==> config.mk <==
export PLATFORM = sky130hd
export DESIGN_NAME = lnvd_gpio_frame_rx
export DESIGN_NICKNAME = d
export VERILOG_FILES = /design/src/rtl/lnvd_gpio_frame_rx.sv
export SDC_FILE = /design/constraint.sdc
export NUM_CORES = 1
export LEC_CHECK = 0
export ABC_CLOCK_PERIOD_IN_PS = 9100
export CORE_UTILIZATION = 40
export DETAILED_ROUTE_END_ITERATION = 8
export DONT_BUFFER_PORTS = 1
export SLEW_MARGIN = 20
export SYNTH_ARGS = -nofsm -noshare
export SYNTH_HDL_FRONTEND = slang
export SYNTH_SLANG_ARGS = --single-unit
==> constraint.sdc <==
create_clock -name clk -period 9.1 [get_ports clk]
set_input_delay 1.365 -clock clk [delete_from_list [all_inputs] [get_ports clk]]
set_output_delay 1.365 -clock clk [all_outputs]
set_load 0.1 [all_outputs]
==> src/rtl/lnvd_gpio_frame_rx.sv <==
// Receive end of the LNVD 4-channel parallel link: synchronizes the frame strobe,
// captures one 32-bit frame per strobe rising edge into a FWFT FIFO, and reports status.
module lnvd_gpio_frame_rx #(
  parameter int FIFO_DEPTH = 8,
  parameter int TIMEOUT    = 4096,
  parameter int CNT_W      = 16
) (
  input  logic                          clk,
  input  logic                          reset_n,
  input  logic [31:0]                   gpio_data,
  input  logic                          gpio_strobe,
  output logic [7:0]                    out_ch1,
  output logic [7:0]                    out_ch2,
  output logic [7:0]                    out_ch3,
  output logic [7:0]                    out_ch4,
  output logic                          out_valid,
  input  logic                          out_ready,
  input  logic                          clear_ovf,
  output logic                          overflow,
  output logic [CNT_W-1:0]              frame_count,
  output logic [$clog2(FIFO_DEPTH):0]   fifo_level,
  output logic                          link_up
);

  localparam int AW = $clog2(FIFO_DEPTH);
  localparam int LW = AW + 1;
  localparam int TW = $clog2(TIMEOUT + 1);

  logic          s1, s2, s3;
  logic [2:0]    prime;
  logic [31:0]   d1, d2;
  logic          rise, full, push, pop;
  logic [AW-1:0] wr_ptr, rd_ptr;
  logic [TW-1:0] idle_cnt;
  logic [31:0]   mem [FIFO_DEPTH];
  logic [31:0]   head;

  // prime marks when s3 holds a genuine post-reset sample, so a strobe already
  // high at reset release is not mistaken for a fresh rising edge.
  assign rise = s2 & ~s3 & prime[2];

  assign out_valid = (fifo_level != '0);
  assign full      = (fifo_level == LW'(FIFO_DEPTH));
  assign pop       = out_valid & out_ready;
  assign push      = rise & (~full | pop);

  assign head    = out_valid ? mem[rd_ptr] : '0;
  assign out_ch1 = head[7:0];
  assign out_ch2 = head[15:8];
  assign out_ch3 = head[23:16];
  assign out_ch4 = head[31:24];

  // NOTE: sequential state uses non-blocking assignments so every flop samples
  // pre-edge values; blocking here would collapse the synchronizer stages.
  always_ff @(posedge clk or negedge reset_n) begin
    if (!reset_n) begin
      s1    <= 1'b0;
      s2    <= 1'b0;
      s3    <= 1'b0;
      prime <= '0;
      d1    <= '0;
      d2    <= '0;
    end else begin
      s1    <= gpio_strobe;
      s2    <= s1;
      s3    <= s2;
      prime <= {prime[1:0], 1'b1};
      d1    <= gpio_data;
      d2    <= d1;
    end
  end

  // NOTE: the storage array has no reset; emptiness is tracked by fifo_level and
  // the head is forced to zero while empty, so stale contents are never visible.
  always_ff @(posedge clk) begin
    if (push) mem[wr_ptr] <= d2;
  end

  always_ff @(posedge clk or negedge reset_n) begin
    if (!reset_n) begin
      wr_ptr     <= '0;
      rd_ptr     <= '0;
      fifo_level <= '0;
    end else begin
      if (push) wr_ptr <= wr_ptr + AW'(1);
      if (pop)  rd_ptr <= rd_ptr + AW'(1);
      case ({push, pop})
        2'b10:   fifo_level <= fifo_level + LW'(1);
        2'b01:   fifo_level <= fifo_level - LW'(1);
        default: fifo_level <= fifo_level;
      endcase
    end
  end

  always_ff @(posedge clk or negedge reset_n) begin
    if (!reset_n) begin
      overflow    <= 1'b0;
      frame_count <= '0;
    end else begin
      if (rise & full & ~pop) overflow <= 1'b1;
      else if (clear_ovf)     overflow <= 1'b0;
      if (rise) frame_count <= frame_count + CNT_W'(1);
    end
  end

  // link_up falls on the same edge the idle counter reaches TIMEOUT.
  always_ff @(posedge clk or negedge reset_n) begin
    if (!reset_n) begin
      idle_cnt <= '0;
      link_up  <= 1'b0;
    end else if (rise) begin
      idle_cnt <= '0;
      link_up  <= 1'b1;
    end else if (idle_cnt != TW'(TIMEOUT)) begin
      idle_cnt <= idle_cnt + TW'(1);
      if (idle_cnt == TW'(TIMEOUT - 1)) link_up <= 1'b0;
    end
  end

endmodule

## Yosys cells after proc, flatten, opt, wreduce, memory -nomap -nowiden

Memory sizes are Yosys's and may differ from the RTL's.
Index checks and enable logic that the tools add are counted.

| storage, ports and cells | value |
|---|---|
| logic and storage cells | 52 |
| output and inout port bits | 55 |
| memory bits (writable) | 256 |
| latch bits | 0 |
| ROM bits | 0 |
| memories kept | 1 |
| bits in registers | 111 |

Memory list:

| memory | words | width | rd ports | clocked after Yosys merged registers in | write ports | line | source |
|---|---|---|---|---|---|---|---|
| mem | 8 | 32 | 1 | 0 | 1 | 35 | `logic [31:0] mem [FIFO_DEPTH];` |

| cells by class | value |
|---|---|
| order comparisons | 0 |
| multiplexer cells | 11 |
| equality and inequality tests | 5 |
| bitwise logic cells | 10 |
| divide/modulo/power cells | 0 |
| $add $sub $neg | 6 |
| reductions and logical operators | 6 |
| shift-type cells | 0 |
| multipliers | 0 |

Operator list:

| cell | number |
|---|---|
| 32-bit two-way mux | 1 |
| 13-bit two-way mux | 2 |
| 16-bit by 1-bit adder with 16-bit output (second input constant) | 1 |
| 13-bit by 1-bit adder with 13-bit output (second input constant) | 1 |
| 13-bit by 12-bit equality test with 1-bit output (second input constant) | 1 |
| 13-bit inequality test (second input constant) | 1 |
| 4-bit case mux with 2 select lines | 1 |
| 2-bit nonzero test | 4 |
| 1-bit two-way mux | 7 |
| 3-bit by 1-bit adder with 3-bit output (second input constant) | 2 |
| 1-bit bitwise AND | 6 |
| 4-bit by 1-bit adder with 4-bit output (second input constant) | 1 |
| 4-bit equality test (second input constant) | 1 |
| 4-bit nonzero test | 1 |
| 4-bit by 1-bit subtractor with 4-bit output (second input constant) | 1 |
| 1-bit inverter | 3 |
| 2-bit by 1-bit equality test with 1-bit output (second input constant) | 1 |
| 2-bit equality test (second input constant) | 1 |
| 2-bit AND reduction | 1 |
| 1-bit bitwise OR | 1 |

## Depth between registers and ports, before layout

Gate-level depths: netlist (run 1).

| depth | value |
|---|---|
| word-level depth | 6 |
| depth in mapped cells | 8 |
| mapped depth without buffers | 7 |

## Least setup slack after synthesis (run 1)

Ideal clock, no wire load.

| timing path | value |
|---|---|
| path type | input -> register |
| start point | input out_ready |
| end point | memory mem[0][0] (enable) |
| cell stages on the path | 4 |
| setup time | 0.501 ns |
| path buffers | 0 |
| arrival | 4.825 ns |
| setup slack | 3.774 ns |
| cells stage by stage | and2b_2 nand2_1 nand2_1 nor4_1 |

| between the ends | value |
|---|---|
| longest elaborated chain between the ends | 5 |

Ends and longest elaborated chain:

| element | line | source |
|---|---|---|
| start: declaration | 17 | `input logic out_ready,` |
| 1-bit bitwise AND | 44 | `assign pop = out_valid & out_ready;` |
| 1-bit bitwise OR | 45 | `assign push = rise & (~full \| pop);` |
| 1-bit bitwise AND | 45 |  |
| 1-bit two-way mux | 76 | `if (push) mem[wr_ptr] <= d2;` |
| 1-bit two-way mux (not written as such) | 76 |  |
| end: declaration | 35 |  |

No other way between the ends.

## Final worst setup path (run 1)

| timing path | value |
|---|---|
| start point | register rd_ptr[0] |
| end point | output out_ch2[7] |

| between the ends | value |
|---|---|
| longest elaborated chain between the ends | 2 |

Ends and longest elaborated chain:

| element | line | source |
|---|---|---|
| start: declaration | 33 | `logic [AW-1:0] wr_ptr, rd_ptr;` |
| start signal: assignment | 86 | `if (pop) rd_ptr <= rd_ptr + AW'(1);` |
| memory 8 x 32 bit | -- |  |
| 32-bit two-way mux | 47 | `assign head = out_valid ? mem[rd_ptr] : '0;` |
| end: declaration | 13 | `output logic [7:0] out_ch2,` |

No other way between the ends.

==> results.sh, run 1 <==
export IMPL_finalWorstSetupSlack_ns=4.295
export IMPL_critPathMaxStageDelay_ns=0.85
export IMPL_critical_path_max_fanout=40
export IMPL_layout_drive_gt1_share=0.2507
export IMPL_max_freq_mhz=208.1
export IMPL_drt_iter0_drc=438
export IMPL_numCtsBuffers=39
export IMPL_p_per_area_nw_per_um2=361.0
export IMPL_yosysSeqAreaShare=0.7753
export IMPL_routedWlPerCell_um=22.01
export IMPL_htree_levels=2
export IMPL_die_x_um=185.7
export IMPL_fin_setup_tns_ns=0
export IMPL_vias=6062
export IMPL_n_fill_cell=2760
export IMPL_slowest_stage="nor2_2"
export IMPL_die_area_um2=34480
export IMPL_postCtsHoldBufs=0
export IMPL_drc=0
export IMPL_grt_pass1_vias=6729
export IMPL_skew_ns=0.01608
export IMPL_ys_types=42
export IMPL_rsz0062_at_grt="no"
export IMPL_synth_area_um2=13500
export IMPL_ys_seq_elements=367
export IMPL_antenna_found_initial=2
export IMPL_syn_inst=672
export IMPL_grt_pass1_wl_um=39980
export IMPL_hold_viol=0
export IMPL_clockBufferDepth=3
export IMPL_hp_class="flop to flop"
export IMPL_crit_chain="buf_4 > mux4_2 > mux2i_1 > nor2_2"
export IMPL_area_growth_pct=14.69
export IMPL_drtAntennaViolNets=0
export IMPL_synth_top_area_cell="edfxtp_1"
export IMPL_fp_row_count=66
export IMPL_start_kind="flop"
export IMPL_clk_pin_slew_ns=0.05
export IMPL_cts_resized_gates=0
export IMPL_vias_per_cell=5.146
export IMPL_slew_headroom=0.2173
export IMPL_max_cap_violations=0
export IMPL_status="completed"
export IMPL_synthTopCellsByArea="edfxtp_1, dfrtp_1, mux4_2"
export IMPL_grt_usage=0.1586
export IMPL_worstSetupPathType="flop to primary output"
export IMPL_postCtsSetupRepairBufs=0
export IMPL_synth_top_area_share=0.5695
export IMPL_cts_root_buf="clkbuf_16"
export IMPL_numPortBuffers=0
export IMPL_drtPass1Iterations=4
export IMPL_endpoint_kind="primary output"
export IMPL_tritoncts="built"
export IMPL_yosys_warnings=0
export IMPL_clock_sinks=367
export IMPL_required_ns=7.74
export IMPL_tightest_slew_ns=1.174
export IMPL_die_h_um=185.7
export IMPL_synth_fp_nets=715
export IMPL_regToRegSetupSlack_ns=5.89
export IMPL_place_ws_ns=4.704
export IMPL_io_pins=92
export IMPL_overflow=0
export IMPL_gp_congestion=0.7116
export IMPL_clk_latency_ns=0.52
export IMPL_drt_total_wl_um=25930
export IMPL_dpl_hpwl_um=13760
export IMPL_report_final_slew_viol_count=0
export IMPL_post_route_period_util=0.5281
export IMPL_p_leak_uw=0.005399
export IMPL_core_um2=32870
export IMPL_min_period_ns=4.805
export IMPL_crit_arrival_ns=3.44
export IMPL_start_util=0.4107
export IMPL_fin_nets=746
export IMPL_grt_max_degree=112
export IMPL_finalSetupViolations=0
export IMPL_max_vdd_ir_drop_mv=0.2124
export IMPL_syn_avg_cell_area_um2=20.09
Yosys cell counts:
| cell | n |
|---|---|
| and2_1 | 1 |
| buf_1 | 1 |
| nand2_1 | 17 |
| buf_2 | 9 |
| xor2_1 | 13 |
| and4_1 | 3 |
| buf_6 | 2 |
| buf_4 | 6 |
| a21oi_1 | 7 |
| xnor2_1 | 18 |
| mux4_2 | 64 |
| conb_1 | 1 |
| and3_1 | 2 |
| nand2b_1 | 3 |
| mux2_2 | 2 |
| or3_1 | 2 |
| nor3b_1 | 1 |
| nand3b_1 | 2 |
| nand3_1 | 6 |
| nor2_2 | 1 |
| o21ai_0 | 3 |
| dfrtp_1 | 111 |
| o41ai_1 | 1 |
| nor4_4 | 1 |
| and3b_2 | 1 |
| inv_1 | 8 |
| and2b_2 | 1 |
| nor2_1 | 51 |
| nand3b_2 | 1 |
| nor3_1 | 11 |
| ha_1 | 6 |
| mux2i_1 | 33 |
| or4_1 | 1 |
| edfxtp_1 | 256 |
| a32oi_1 | 1 |
| a311oi_1 | 1 |
| nor4b_1 | 2 |
| o41ai_4 | 1 |
| o22ai_1 | 1 |
| clkbuf_1 | 6 |
| nand4_1 | 11 |
| nor4_1 | 3 |
metrics by stage:
stage	util	area [µm²]	total power [µW]	hold WS [ns]	instances
after floorplan	-	13500	3761	0.3312	672
after global placement	0.4306	14150	4020	0.3327	1104
after detailed placement	0.4306	14150	4053	0.3347	1104
after CTS	0.4707	15470	5669	0.3435	1176
after global routing	0.4710	15480	5809	0.3536	1177
final	0.4710	15480	5589	0.3435	1178
cell type report:
cell class,instances,area [µm²],share of cell area
Sequential cell,367,10470,0.6764
Multi-Input combinational cell,273,2998,0.1936
Clock buffer,54,1064,0.06870
Tap cell,442,553.0,0.03572
Clock inverter,18,255.2,0.01649
Timing Repair Buffer,14,105.1,0.006789
Inverter,8,30.03,0.001940
Antenna cell,2,5.005,0.0003233
layer usage:
layer	global-route usage	vias up	wire, µm
met2	0.2533	205	12500
li1	-	2686	-
met1	0.2113	3132	10700
met3	0.04128	39	2176
met5	0	-	0
met4	0.05279	0	560
cells by family after synthesis:
| family | synth area share |
|---|---|
| AOI/OAI and AO/OA | 0.008158 |
| xor gates and xnor gates | 0.02011 |
| adders and majority gates | 0.005562 |
| buffers and inverters | 0.01251 |
| DFF | 0.7753 |
| muxes | 0.1329 |
| other | 0.0002778 |
| and+or+nand+nor | 0.04514 |
flip-flops by register name, summed over array words and instances (netlist names):
name and count:
idle_cnt 13, link_up 1, d2 32, overflow 1, mem 256, s3 1, s2 1, rd_ptr 3
prime 3, wr_ptr 3, frame_count 16, d1 32, s1 1, fifo_level 4
path summary, 6_finish.rpt:
check                              startpoint    endpoint  cells past startpoint
worst max-delay path                rd_ptr[0]  out_ch2[7]                      4
worst min-delay path                   d1[10]      d2[10]                      0
worst max register to register  fifo_level[2]  mem[1][11]                      5
worst min register to register         d1[10]      d2[10]                      0
max in group asynchronous             reset_n      d2[11]                      0
min in group asynchronous             reset_n    overflow                      0
power by group:
group	total (µW)	internal, µW	switching (µW)
clock	1600	991	612
sequential	2120	1890	226
combinational	1870	436	1430
total	5590	3320	2270
worst max-delay path, delay by kind of cell (launching register included):
| family | cells | cell delay (ns) |
|---|---|---|
| and+or+nand+nor | 1 | 0.85 |
| buffers and inverters | 1 | 0.76 |
| DFF | 1 | 0.79 |
| muxes | 2 | 0.50 |
cells in the final DEF, fill, tap and decap left out, types with 14 or more instances in the layout:
cell type and instances:
buf_4 14, clkbuf_16 40, dfrtp_1 108, edfxtp_1 256
mux2i_1 33, mux4_2 64, nand2_1 17, nor2_1 16
nor2_2 32, xnor2_1 18
No activity file was read; power rests on OpenSTA's default activity.
==> inputs of run 2 (changes only) <==
--- a/config.mk
+++ b/config.mk
@@ -5,7 +5,7 @@
 export SDC_FILE = /design/constraint.sdc
 export NUM_CORES = 1
 export LEC_CHECK = 0
-export ABC_CLOCK_PERIOD_IN_PS = 9100
+export ABC_CLOCK_PERIOD_IN_PS = 4300
 export CORE_UTILIZATION = 40
 export DETAILED_ROUTE_END_ITERATION = 8
 export DONT_BUFFER_PORTS = 1
==> constraint.sdc (replaced) <==
create_clock -name clk -period 4.3 [get_ports clk]
set_input_delay 0.645 -clock clk [delete_from_list [all_inputs] [get_ports clk]]
set_output_delay 0.645 -clock clk [all_outputs]
set_load 0.1 [all_outputs]
==> run 2 against run 1 <==
  * Register-to-register slack worse by 4.5 ns
  * Global-route usage is 0.34 points lower
  * Sequential cell count stayed put
  * Highest routed layer unchanged
  * First-iteration DRC count is 19% lower
  * Critical endpoint is now out_ch4[6]
==> results.sh, run 2 (synthesis gave the netlist of run 1 again) <==
export IMPL_crit_arrival_ns=2.83
export IMPL_numPortBuffers=0
export IMPL_max_vdd_ir_drop_mv=0.7474
export IMPL_htree_levels=2
export IMPL_vias_per_cell=5.171
export IMPL_grt_pass1_vias=6810
export IMPL_fin_area_um2=15810
export IMPL_fin_nets=786
export IMPL_tritoncts="built"
export IMPL_antenna_found_initial=1
export IMPL_vias=6288
export IMPL_worst_path_buf_inv=2
export IMPL_critPathLaunch="rd_ptr[0]"
export IMPL_grt_max_degree=112
export IMPL_status="completed"
export IMPL_critPathTopFamily="multiplexers"
export IMPL_worstSetupPathType="flop to primary output"
export IMPL_p_leak_uw=0.005623
export IMPL_max_cap_violations=0
export IMPL_post_route_period_util=0.8087
export IMPL_gp_congestion=0.7612
export IMPL_fp_row_count=66
export IMPL_drc=0
export IMPL_cts_root_buf="clkbuf_16"
export IMPL_multiInputGateArea_um2=3008
export IMPL_crit_chain="buf_4 > mux4_2 > mux2i_1 > nor2_2 > buf_4"
export IMPL_hold_viol=0
export IMPL_r2r_end="mem[5][0]"
export IMPL_clk_pin_slew_ns=0.06
export IMPL_rsz0062_at_grt="no"
export IMPL_start_kind="flop"
export IMPL_die_h_um=185.7
export IMPL_layout_drive_gt1_share=0.2962
export IMPL_power_switching_uw=4902
export IMPL_report_final_slew_viol_count=0
export IMPL_swShare=0.4006
export IMPL_p_per_area_nw_per_um2=773.9
export IMPL_clk_latency_ns=0.51
export IMPL_clock_sinks=367
export IMPL_drt_total_wl_um=25780
export IMPL_routedWlPerCell_um=21.20
export IMPL_endpoint_kind="primary output"
export IMPL_required_ns=3.65
export IMPL_area_growth_pct=17.13
export IMPL_clockPowerShare=0.274
export IMPL_n_fill_cell=2751
export IMPL_clockBufferDepth=3
export IMPL_drtPass1Iterations=4
export IMPL_die_area_um2=34480
export IMPL_worstRegToRegCells=6
export IMPL_skew_ns=0.007182
export IMPL_finalSetupViolations=0
export IMPL_cp_common_cell="buf_4"
export IMPL_overflow=0
export IMPL_largest_reg_flops=256
export IMPL_min_period_ns=3.477
export IMPL_hp_class="primary input to async pin"
export IMPL_layout_commonest_cell="edfxtp_1"
export IMPL_regToRegSetupSlack_ns=1.35
export IMPL_p_int_uw=7334
export IMPL_max_freq_mhz=287.6
export IMPL_reg2reg_from="fifo_level[1]"
export IMPL_core_um2=32870
export IMPL_io_pins=92
export IMPL_fin_setup_tns_ns=0
export IMPL_postCtsSetupRepairBufs=0
export IMPL_regMostFlops="mem"
export IMPL_numCtsBuffers=39
export IMPL_slowest_stage="dfrtp_4"
export IMPL_pwr_share_comb=0.360
export IMPL_critPathMaxStageDelay_ns=0.74
export IMPL_drtAntennaViolNets=0
export IMPL_regArea_um2=10470
export IMPL_tightest_slew_ns=1.049
export IMPL_reg_largest_list="mem: 256 flops, d1: 32 flops, d2: 32 flops"
export IMPL_grt_pass1_wl_um=39650
export IMPL_critical_path_max_fanout=23
export IMPL_seqPwrFrac=0.367
export IMPL_dpl_hpwl_um=14300
export IMPL_place_area_um2=14470
export IMPL_layout_common_cells="edfxtp_1, dfrtp_1, mux4_2"
export IMPL_grt_usage=0.1552
export IMPL_final_util=0.4810
export IMPL_die_x_um=185.7
export IMPL_drt_iter0_drc=354
export IMPL_slew_headroom=0.3009
export IMPL_start_util=0.4107
==> run 2: worst max path at each step <==
stage          cells past startpoint  slack, ns         end
2_1_floorplan                      5       0.12   mem[2][0]
3_3_place_gp                       5       1.32  out_ch4[6]
3_5_place_dp                       5       1.30  out_ch4[6]
4_1_cts                            5       0.74  out_ch4[6]
5_1_grt                            5       0.62  out_ch4[6]
6_report                           5       0.82  out_ch4[6]
==> run 2: power by group through the flow <==
stage,Combinational (µW),Sequential [µW],Clock [µW]
final,4400,4490,3350
after global routing,4600,4530,3580
after CTS,4460,4500,3430
after detailed placement,4430,4570,0
after global placement,4390,4540,0
after floorplan,3510,4460,0
==> run 2: layout make-up <==
| type | count | share of cell area |
|---|---|---|
| inverter | 8 | 0.001899 |
| clock inverter | 20 | 0.01290 |
| clock buffer | 51 | 0.06980 |
| antenna | 1 | 0.0001583 |
| multi-input combinational | 273 | 0.1902 |
| sequential | 367 | 0.6623 |
| timing repair buffer | 54 | 0.02770 |
| tap | 442 | 0.03498 |
==> run 2: timing repair <==
item | CTS | global route
hold buffers | 1 | 0
gates resized for setup | 0 | 0
endpoints found under the hold margin | 111 | 0
==> run 2: metrics by stage <==
step | worst slack [ns] | hold WS, ns | total power (µW) | cells
after floorplan | 0.1239 | 0.3312 | 7963 | 672
after detailed placement | 1.296 | 0.3347 | 8991 | 1143
after global placement | 1.321 | 0.3342 | 8928 | 1143
final | 0.8226 | 0.06998 | 12240 | 1216
after global routing | 0.6232 | 0.1159 | 12710 | 1215
after CTS | 0.7359 | 0.1147 | 12390 | 1215
==> run 2: routing by layer <==
metal	GRT usage	wire [µm]
met5	0	0
met4	0.04885	627
met3	0.03248	1403
met2	0.2507	12340
met1	0.2107	11410
==> edit, RTL diff (flow settings as in run 2) <==
Change the parameter `FIFO_DEPTH` from 8 to 16.
--- a/src/rtl/lnvd_gpio_frame_rx.sv
+++ b/src/rtl/lnvd_gpio_frame_rx.sv
@@ -1,7 +1,7 @@
 // Receive end of the LNVD 4-channel parallel link: synchronizes the frame strobe,
 // captures one 32-bit frame per strobe rising edge into a FWFT FIFO, and reports status.
 module lnvd_gpio_frame_rx #(
-  parameter int FIFO_DEPTH = 8,
+  parameter int FIFO_DEPTH = 16,
   parameter int TIMEOUT    = 4096,
   parameter int CNT_W      = 16
 ) (
Ports: changed (resized fifo_level); port bits go from 92 to 93. The function was not compared with the original's and may differ.
==> edit against run 2 <==
First-iteration DRC count increased by 110%; synthesized area increased by 73%; wire length increased by 84%; sequential cell count increased by 259; total power increased by 69%; cell area increased by 75%; worst setup slack got worse by 0.27 ns; register-to-register slack got worse by 0.35 ns; critical path type unchanged; largest power group is now combinational logic; highest routed layer is now met5.
==> edit: results (changes against run 2) <==
* Status: complete, no violations
* Destination of the worst register-to-register timing path: mem[6][13]$_DFFE_PP_
* Regs by FF count: mem x512, d1 x32, d2 x32
* Total instance count after detailed placement at 1877 (+64%)
* Met2 Routed Length at 22.7 mm (+84%)
* GR Util All Layers at 0.164 (+0.00898)
* CP max FO at 30 (+30%)
* Metal3 WL at 2.53 mm (+80%)
* Library cell used as clock root buffer: sky130_fd_sc_hd__clkbuf_16
* Total vias in the final route at 10700 (+69%)
* TritonRoute pass-1 iters at 6 (+2)
* Sum of routed wire length over all layers at 47.4 mm (+84%)
* R2R cell count at 5 (-1)
* CTS Buf Count at 67 (+72%)
* Largest net degree at the start of global routing at 115 (+2.7%)
* Post-Synth Adder-Cell Area at 0.00536 (-0.000201)
* Cell family with the largest share of critical-path delay: flip-flops
* GR Util met1 at 0.227 (+0.0164)
* Total half-perimeter wirelength after legalization and detailed placement at 26.6 mm (+86%)
* Upper clock frequency limit at 267 MHz (-7.2%)
* Peak supply drop at 0.617 mV (-17%)
* Peak per-stage delay on the critical path at 0.82 ns (+0.08 ns)
* Post-synth EDFFs at 512 (+100%)
* Syn Nets at 1130 (+58%)
* Fraction of synthesized area in multiplexers at 0.153 (+0.0199)
* Endpoint of the worst setup timing path: out_ch2[6]
* Routability Congestion at 0.758 (-0.45%)
* Fillcell total at 4700 (+71%)
* Share of synthesized flip-flops with an asynchronous set or reset at 0.182 (-0.120)
* Top post-synthesis cells by count: sky130_fd_sc_hd__edfxtp_1, sky130_fd_sc_hd__mux4_2, sky130_fd_sc_hd__dfrtp_1
* Reg-to-reg setup timing slack at 1.00 ns (-0.35 ns)
* Grt met2 use at 0.259 (+0.00818)
* Wire length of the first global-routing pass at 72.1 mm (+82%)
* Ranking of synthesized cells by area: sky130_fd_sc_hd__edfxtp_1, sky130_fd_sc_hd__mux4_2, sky130_fd_sc_hd__dfrtp_1
* Antenna violations before repair at 2 (+1)
* Worst-case hold slack at 0.0107 ns (-0.0592 ns)
* Share of cells above drive strength 1 at 0.291 (-0.00475)
* H-tree levels at 3 (+1)
* Total routed wire length on the met1 layer at 21.0 mm (+85%)
* Launch instance of the worst register-to-register path: s3$_DFF_PN0_
* Share of the synthesized netlist area taken by xor and xnor gates at 0.0124 (-0.00773)
* Data arrival time of the worst path at 3.10 ns (+0.27 ns)
* 1st-iter DRT viols at 729 (+110%)
* Total leakage power at 0.00936 uW (+66%)
* Sequential area share after synthesis at 0.781 (+0.00569)
* Relative slew margins at 0.305 (+0.00450)
* Hold crit path type: in -> async
* Topmost layer with routed signal wires: met5
* Fraction of met3 tracks used by global routing at 0.0395 (+0.00707)
* Synth Area in Compound Gates at 0.0157 (+0.00755)
* Yosys warnings at 0 (unchanged)
* Slowest-stage cell, CP: sky130_fd_sc_hd__dfrtp_4
* Worst-case setup slack after placement at 0.953 ns (-0.343 ns)
* Via count normalized by instance count at 5.32 (+3.0%)
* Post-place instance area at 25500 sq um (+76%)
* Per-instance average area after synthesis at 21.5 sq um (+7.3%)
* Final Net Count at 1229 (+56%)
* Clk Latency, worst-skew pair at 0.61 ns (+0.10 ns)
[edit: power breakdown]
group	total, uW	leakage, uW	internal (uW)	switching [uW]
Combinational	7610	0.00231	3020	4590
Sequential	7390	0.00599	6830	559
Clock	5670	0.00106	3380	2300
[edit: layout make-up]
class / count / area [sq um] / share of cell area
inverters: 11 / 41.3 / 0.00149
clock buffers: 90 / 1840 / 0.0662
flip-flops and latches: 626 / 18200 / 0.657
multi-input cells: 397 / 5200 / 0.187
repair buffers: 79 / 1130 / 0.0406
clock inverters: 32 / 342 / 0.0123
well taps: 765 / 957 / 0.0345
diodes: 1 / 2.50 / 0.0000902
[edit: timing repair]
action / in CTS / in global routing
buffers inserted: 0 / 0
endpoints found under the setup margin: 0 / 0
hold buffers: 1 / 0
endpoints found under the hold margin: 114 / 0
